**src/rtl/clusterv_sram_2p_arb_if.sv**
```systemverilog
// Single requester port of the clusterv two-port main SRAM.
// The master drives the request fields. The slave (the SRAM) returns the
// combinational ack and the registered read response.
interface clusterv_sram_2p_arb_if #(
    parameter int ADDR_WIDTH = 10,
    parameter int DATA_WIDTH = 32
) ();
    localparam int BE_W = DATA_WIDTH / 8;

    logic [ADDR_WIDTH-1:0] addr;
    logic                  read_en;
    logic                  write_en;
    logic [BE_W-1:0]       byte_en;
    logic [DATA_WIDTH-1:0] write_data;
    logic                  ack;
    logic                  read_valid;
    logic [DATA_WIDTH-1:0] read_data;

    modport master (
        output addr, read_en, write_en, byte_en, write_data,
        input  ack, read_valid, read_data
    );

    modport slave (
        input  addr, read_en, write_en, byte_en, write_data,
        output ack, read_valid, read_data
    );
endinterface

```
**src/rtl/clusterv_sram_2p_arb.sv**
```systemverilog
// clusterv_sram_2p_arb: byte-enabled single-ported flop SRAM.
// Two requesters share the array through a round-robin arbiter. An access
// is granted combinationally and the read data is registered one cycle later.
//
// Optional feature: define CLUSTERV_SRAM_INIT_CLEAR_EN to build the
// post-reset clear sequencer. The sequencer zeroes words 0..DEPTH-1, one
// per cycle, before ready rises. Without the macro the array accepts
// requests straight out of reset, and its contents stay X until written.
module clusterv_sram_2p_arb #(
    parameter int ADDR_WIDTH = 10,
    parameter int DATA_WIDTH = 32,
    parameter int DEPTH      = 64
) (
    input  logic                    clock,
    input  logic                    reset,
    output logic                    ready,
    clusterv_sram_2p_arb_if.slave   t0,
    clusterv_sram_2p_arb_if.slave   t1
);
    localparam int BE_W = DATA_WIDTH / 8;
    localparam int IW   = (DEPTH > 1) ? $clog2(DEPTH) : 1;
    localparam logic [ADDR_WIDTH:0] DEPTH_X  = (ADDR_WIDTH+1)'(DEPTH);
    localparam logic [IW-1:0]       CLR_LAST = IW'(DEPTH - 1);

    typedef enum logic {
        ST_INIT = 1'b0,
        ST_RUN  = 1'b1
    } state_t;

`ifdef CLUSTERV_SRAM_INIT_CLEAR_EN
    localparam state_t RESET_STATE = ST_INIT;
    localparam logic   RESET_READY = 1'b0;
`else
    localparam state_t RESET_STATE = ST_RUN;
    localparam logic   RESET_READY = 1'b1;
`endif

    // Replace the enabled byte lanes of old_word with the new data.
    function automatic logic [DATA_WIDTH-1:0] merge_lanes(
        input logic [DATA_WIDTH-1:0] old_word,
        input logic [DATA_WIDTH-1:0] new_word,
        input logic [BE_W-1:0]       lanes
    );
        logic [DATA_WIDTH-1:0] merged;
        for (int i = 0; i < BE_W; i++) begin
            merged[8*i +: 8] = lanes[i] ? new_word[8*i +: 8] : old_word[8*i +: 8];
        end
        return merged;
    endfunction

    state_t                state_r;
    logic                  ready_r;
    logic [IW-1:0]         clr_cnt_r;
    logic                  last_grant_r;   // 0: port 0 granted last, 1: port 1
    logic                  rd_valid0_r;
    logic                  rd_valid1_r;
    logic [DATA_WIDTH-1:0] rd_data0_r;
    logic [DATA_WIDTH-1:0] rd_data1_r;
    logic [DATA_WIDTH-1:0] mem_r [DEPTH];

    logic                  req0_s;
    logic                  req1_s;
    logic                  gnt0_s;
    logic                  gnt1_s;
    logic [ADDR_WIDTH-1:0] sel_addr_s;
    logic                  sel_wr_s;
    logic [BE_W-1:0]       sel_be_s;
    logic [DATA_WIDTH-1:0] sel_wd_s;
    logic                  in_range_s;
    logic [IW-1:0]         idx_s;
    logic [DATA_WIDTH-1:0] old_word_s;
    logic [DATA_WIDTH-1:0] merged_s;
    logic [DATA_WIDTH-1:0] rd_word_s;
    logic                  wr_fire_s;
    logic                  clear_we_s;

    // Round-robin arbitration: on contention the port not granted last wins.
    // Reset also gates the grant, so ack is 0 for as long as reset is held.
    always_comb begin
        req0_s = t0.read_en | t0.write_en;
        req1_s = t1.read_en | t1.write_en;
        gnt0_s = 1'b0;
        gnt1_s = 1'b0;
        if (ready_r && reset) begin
            if (req0_s && (!req1_s || last_grant_r)) begin
                gnt0_s = 1'b1;
            end else if (req1_s) begin
                gnt1_s = 1'b1;
            end else begin
                gnt0_s = 1'b0;
                gnt1_s = 1'b0;
            end
        end else begin
            gnt0_s = 1'b0;
            gnt1_s = 1'b0;
        end
    end

    // Steer the granted port onto the array and build the write/read words.
    always_comb begin
        if (gnt1_s) begin
            sel_addr_s = t1.addr;
            sel_wr_s   = t1.write_en;
            sel_be_s   = t1.byte_en;
            sel_wd_s   = t1.write_data;
        end else begin
            sel_addr_s = t0.addr;
            sel_wr_s   = t0.write_en;
            sel_be_s   = t0.byte_en;
            sel_wd_s   = t0.write_data;
        end
        in_range_s = ({1'b0, sel_addr_s} < DEPTH_X);
        idx_s      = sel_addr_s[IW-1:0];
        old_word_s = mem_r[idx_s];
        merged_s   = merge_lanes(old_word_s, sel_wd_s, sel_be_s);
        if (!in_range_s) begin
            rd_word_s = {DATA_WIDTH{1'b0}};
        end else if (sel_wr_s) begin
            rd_word_s = merged_s;
        end else begin
            rd_word_s = old_word_s;
        end
        wr_fire_s  = (gnt0_s | gnt1_s) & sel_wr_s & in_range_s;
        clear_we_s = (state_r == ST_INIT);
    end

    // Storage array (no reset): receives clear writes in INIT, granted writes in RUN.
    always_ff @(posedge clock) begin
        if (clear_we_s) begin
            mem_r[clr_cnt_r] <= {DATA_WIDTH{1'b0}};
        end else if (wr_fire_s) begin
            mem_r[idx_s] <= merged_s;
        end
    end

    // Init/run sequencer: walk the clear counter through every word, then open the array.
    always_ff @(posedge clock or negedge reset) begin
        if (!reset) begin
            state_r   <= RESET_STATE;
            ready_r   <= RESET_READY;
            clr_cnt_r <= {IW{1'b0}};
        end else begin
            case (state_r)
                ST_INIT: begin
                    ready_r <= 1'b0;
                    if (clr_cnt_r == CLR_LAST) begin
                        state_r   <= ST_RUN;
                        ready_r   <= 1'b1;
                        clr_cnt_r <= {IW{1'b0}};
                    end else begin
                        clr_cnt_r <= clr_cnt_r + {{(IW-1){1'b0}}, 1'b1};
                    end
                end
                ST_RUN: begin
                    ready_r <= 1'b1;
                end
                default: begin
                    state_r   <= RESET_STATE;
                    ready_r   <= RESET_READY;
                    clr_cnt_r <= {IW{1'b0}};
                end
            endcase
        end
    end

    // Grant history and per-port registered read response.
    always_ff @(posedge clock or negedge reset) begin
        if (!reset) begin
            last_grant_r <= 1'b1;
            rd_valid0_r  <= 1'b0;
            rd_valid1_r  <= 1'b0;
            rd_data0_r   <= {DATA_WIDTH{1'b0}};
            rd_data1_r   <= {DATA_WIDTH{1'b0}};
        end else begin
            if (gnt0_s) begin
                last_grant_r <= 1'b0;
            end else if (gnt1_s) begin
                last_grant_r <= 1'b1;
            end
            rd_valid0_r <= gnt0_s & t0.read_en;
            rd_valid1_r <= gnt1_s & t1.read_en;
            if (gnt0_s && t0.read_en) begin
                rd_data0_r <= rd_word_s;
            end
            if (gnt1_s && t1.read_en) begin
                rd_data1_r <= rd_word_s;
            end
        end
    end

    assign ready         = ready_r;
    assign t0.ack        = gnt0_s;
    assign t1.ack        = gnt1_s;
    assign t0.read_valid = rd_valid0_r;
    assign t1.read_valid = rd_valid1_r;
    assign t0.read_data  = rd_data0_r;
    assign t1.read_data  = rd_data1_r;
endmodule

```
**src/flat_wrapper.sv**
```systemverilog
// flat-port wrapper written by rule: the top's interface ports become plain ports
module clusterv_sram_2p_arb_flat 
#(
    parameter int ADDR_WIDTH = 10,
    parameter int DATA_WIDTH = 32,
    parameter int DEPTH      = 64
)
  (clock, reset, ready, t0_addr, t0_read_en, t0_write_en, t0_byte_en, t0_write_data, t0_ack, t0_read_valid, t0_read_data, t1_addr, t1_read_en, t1_write_en, t1_byte_en, t1_write_data, t1_ack, t1_read_valid, t1_read_data);
  clusterv_sram_2p_arb_if #(.ADDR_WIDTH(ADDR_WIDTH), .DATA_WIDTH(DATA_WIDTH)) t0_i ();
  clusterv_sram_2p_arb_if #(.ADDR_WIDTH(ADDR_WIDTH), .DATA_WIDTH(DATA_WIDTH)) t1_i ();
  input  logic clock;
  input  logic reset;
  output logic ready;
  input wire logic [$bits(t0_i.addr)-1:0] t0_addr;
  input wire logic [$bits(t0_i.read_en)-1:0] t0_read_en;
  input wire logic [$bits(t0_i.write_en)-1:0] t0_write_en;
  input wire logic [$bits(t0_i.byte_en)-1:0] t0_byte_en;
  input wire logic [$bits(t0_i.write_data)-1:0] t0_write_data;
  output wire logic [$bits(t0_i.ack)-1:0] t0_ack;
  output wire logic [$bits(t0_i.read_valid)-1:0] t0_read_valid;
  output wire logic [$bits(t0_i.read_data)-1:0] t0_read_data;
  input wire logic [$bits(t1_i.addr)-1:0] t1_addr;
  input wire logic [$bits(t1_i.read_en)-1:0] t1_read_en;
  input wire logic [$bits(t1_i.write_en)-1:0] t1_write_en;
  input wire logic [$bits(t1_i.byte_en)-1:0] t1_byte_en;
  input wire logic [$bits(t1_i.write_data)-1:0] t1_write_data;
  output wire logic [$bits(t1_i.ack)-1:0] t1_ack;
  output wire logic [$bits(t1_i.read_valid)-1:0] t1_read_valid;
  output wire logic [$bits(t1_i.read_data)-1:0] t1_read_data;
  assign t0_i.addr = t0_addr;
  assign t0_i.read_en = t0_read_en;
  assign t0_i.write_en = t0_write_en;
  assign t0_i.byte_en = t0_byte_en;
  assign t0_i.write_data = t0_write_data;
  assign t0_ack = t0_i.ack;
  assign t0_read_valid = t0_i.read_valid;
  assign t0_read_data = t0_i.read_data;
  assign t1_i.addr = t1_addr;
  assign t1_i.read_en = t1_read_en;
  assign t1_i.write_en = t1_write_en;
  assign t1_i.byte_en = t1_byte_en;
  assign t1_i.write_data = t1_write_data;
  assign t1_ack = t1_i.ack;
  assign t1_read_valid = t1_i.read_valid;
  assign t1_read_data = t1_i.read_data;
  clusterv_sram_2p_arb #(.ADDR_WIDTH(ADDR_WIDTH), .DATA_WIDTH(DATA_WIDTH), .DEPTH(DEPTH)) u_core (.clock(clock), .reset(reset), .ready(ready), .t0(t0_i), .t1(t1_i));
endmodule
```
**config.mk**
```make
export PLATFORM = sky130hd
export DESIGN_NAME = clusterv_sram_2p_arb_flat
export DESIGN_NICKNAME = d
export VERILOG_FILES = /design/src/rtl/clusterv_sram_2p_arb_if.sv /design/src/rtl/clusterv_sram_2p_arb.sv /design/src/flat_wrapper.sv
export SDC_FILE = /design/constraint.sdc
export NUM_CORES = 2
export LEC_CHECK = 0
export CAP_MARGIN = 20
export CORE_MARGIN = 2
export CORE_UTILIZATION = 38
export CTS_BUF_LIST = sky130_fd_sc_hd__clkbuf_16
export CTS_CLUSTER_DIAMETER = 30
export DETAILED_ROUTE_END_ITERATION = 7
export PLACE_DENSITY_LB_ADDON = 0.05
export SYNTH_ARGS = -nofsm -noshare
export SYNTH_HDL_FRONTEND = slang
export SYNTH_SLANG_ARGS = --single-unit
```
**constraint.sdc**
```tcl
create_clock -name clock -period 8.5 [get_ports clock]
set_input_delay 1.7 -clock clock [delete_from_list [all_inputs] [get_ports clock]]
set_output_delay 1.7 -clock clock [all_outputs]
set_load 0.1 [all_outputs]
```
==> flow_summary.ini <==
[run_status]
status = finished, final reports clean

[floorplanning]
start_util = 0.383
die_y_um = 481
num_rows = 174
chipWidth_um = 481
boundaryPins = 167
coreArea_um2 = 225000
die_area_um2 = 231000

[synthesis]
synth.largest_area_cell = edfxtp_1
synth_seq_area_share = 0.734
avgSynthCellArea_um2 = 15.6
synth-main-ff-cell = edfxtp_1
ys_seq_elements = 2122
synth_top_area_frac = 0.712
synth_edf_count = 2048
synth_fp_nets = 5624
ys_top_cells_by_area = edfxtp_1 (71%), mux4_2 (4.1%), nand2_1 (3.4%), mux2i_1 (3.3%), dfrtp_1 (2.1%)
async_reset_ff_frac = 0.0349
netlist_area_um2 = 86300
ys_types = 86
synth_cells = 5525
ys_warn_count = 0

[timing]
clock.fmax_mhz = 145
maxSlewViolCount = 0
tightest_slew_ps = 1160
holdWs_ps = 487
slew_headroom = 0.206
period_share = 0.809
finalHoldViolCount = 0
rsz0062_at_grt = no
clock_skew_ps = 86.9
setup_violations = 0
finalCriticalPeriod_ps = 6880
tns_ps = 0

[clock_tree]
clkLatencyLatePin_ps = 1010
cts_tree = built
hold_buffers = 0
numCtsBuffers = 487
cts_sinks = 2122
path_clk_slew_ps = 40
cts_setup_buffers = 0
htree_levels = 5
cts_root_buf = clkbuf_16
ctsLongestPathBuffers = 4
cts_resized = 0

[power]
leakagePower_uw = 0.0346
power.density_nw_per_um2 = 279
total_power_uw = 30800
vdd_ir_drop_max_uv = 236

[grt]
antenna_found_initial = 20
grt_max_degree = 145
grt_pass1_wl_um = 445000
grt.overflow.total = 0
grt_pass1_vias = 55800
gr-usage-all-layers = 0.275

[routing]
vias = 55800
drtPass1Iterations = 7
drc = 0
drtIter0Drc = 5890
routed_wl_um = 322000
wl_per_cell_um = 33.8
vias_per_cell = 5.87
postRouteAntennaNets = 0

[setup_path]
arrival_ps = 7580
worstPathRequired_ps = 9200
path_class = in2reg
crit_fanout = 36
endpoint_kind = flip-flop
cp-start-kind = input pin

[job]
timing.max_cap.violations = 0

[layout]
nets = 6216
final_common_cell = edfxtp_1
stdcell_count = 9514
final_cell_mix = edfxtp_1 (2048), nand2_1 (783), clkbuf_16 (493)
fin_util = 0.489
area_growth_pct = 27.7
layout-drive-gt1-share = 0.211

[place]
io_buffers = 166
hpwl_um = 200000
placed_cells = 8619
gp_congestion = 0.925

[worst_hold_path]
hp-class = reg2reg
==> metrics by stage <==
stage	worst slack [ps]	cell area, um2
floorplan	1330	86300
global placement	721	93800
detailed placement	688	93900
CTS	1690	110000
global route	1420	110000
finish	1620	110000
==> logic make-up after synthesis <==
family / Yosys count / share of synthesized area
muxes: 462 / 0.0766
DFF: 2122 / 0.734
adders and majority gates: 1 / 0.000145
AOI/OAI and AO/OA: 985 / 0.0846
and+or+nand+nor: 1562 / 0.0821
xor gates and xnor gates: 2 / 0.000203
buffers and inverters: 391 / 0.0225
==> per-layer routing <==
layer  vias to the layer above  track usage  routed length, um
met3                       602       0.0609              24600
met4                         6        0.107              12300
li1                      23500            -                  -
met2                      2578        0.436             151000
met5                         -            0                 48
met1                     29100        0.368             134000
==> sequential cells by signal (all words and copies together) (netlist names) <==
register,cells
u_core.last_grant_r,1
u_core.ready,1
u_core.mem_r,2048
u_core.t0.read_data,32
u_core.t0.read_valid,1
u_core.t1.read_data,32
u_core.t1.read_valid,1
u_core.clr_cnt_r,6
==> cell usage after synthesis (21+ instances only) <==
cell type / n
a31oi_1: 35
nor4_1: 34
a32oi_1: 174
nand2b_1: 21
nand2_1: 785
nor2_1: 182
clkbuf_1: 171
o22ai_1: 36
a21oi_1: 91
buf_4: 53
a2111oi_0: 101
mux4_2: 157
a22oi_1: 34
and3_1: 190
nand3_1: 257
a211oi_1: 97
edfxtp_1: 2048
buf_2: 128
nand4_1: 27
mux2i_1: 287
o221ai_1: 59
o21ai_0: 179
o211ai_1: 34
dfrtp_1: 72
==> worst max-delay path, stage by stage <==
cell             delay [ps]
clkdlybuf4s50_1         570
o21ai_4                 460
buf_4                   350
a21oi_1                 160
a21oi_4                 540
buf_12                  310
buf_12                  240
a2111oi_0                90
a2111oi_0               620
a221oi_1                200
a31o_2                  350
a2111o_1                470
a21oi_4                 800
buf_4                   560
==> area by class of cell <==
type	instances	area (um2)
Fill cell	19100	115000
Timing Repair Buffer	485	4690
Antenna cell	9	22.5
Multi-Input combinational cell	3012	22100
Clock inverter	392	3960
Sequential cell	2122	63400
Clock buffer	493	12300
Inverter	9	33.8
Tap cell	2992	3740
==> where the power goes <==
group,internal [uW],leakage (uW),switching (uW)
clock network,12700,0.00816,5730
logic,310,0.0112,723
registers,11300,0.0153,0
total,24300,0.0346,6460
==> path summary, 6_finish.rpt <==
kind,from,endpoint,slack [ps],cells after the start
setup / recovery,t0_write_en,u_core.mem_r[25][19],1620,14
hold / removal,u_core.t1.read_data[31],u_core.t1.read_data[31],490,2
setup reg to reg,u_core.ready,u_core.mem_r[25][19],2110,13
hold reg to reg,u_core.t1.read_data[31],u_core.t1.read_data[31],490,2
max in group asynchronous,reset,u_core.clr_cnt_r[3],6280,3
min in group asynchronous,reset,u_core.last_grant_r,770,1
No activity file was read; power rests on OpenSTA's default activity.
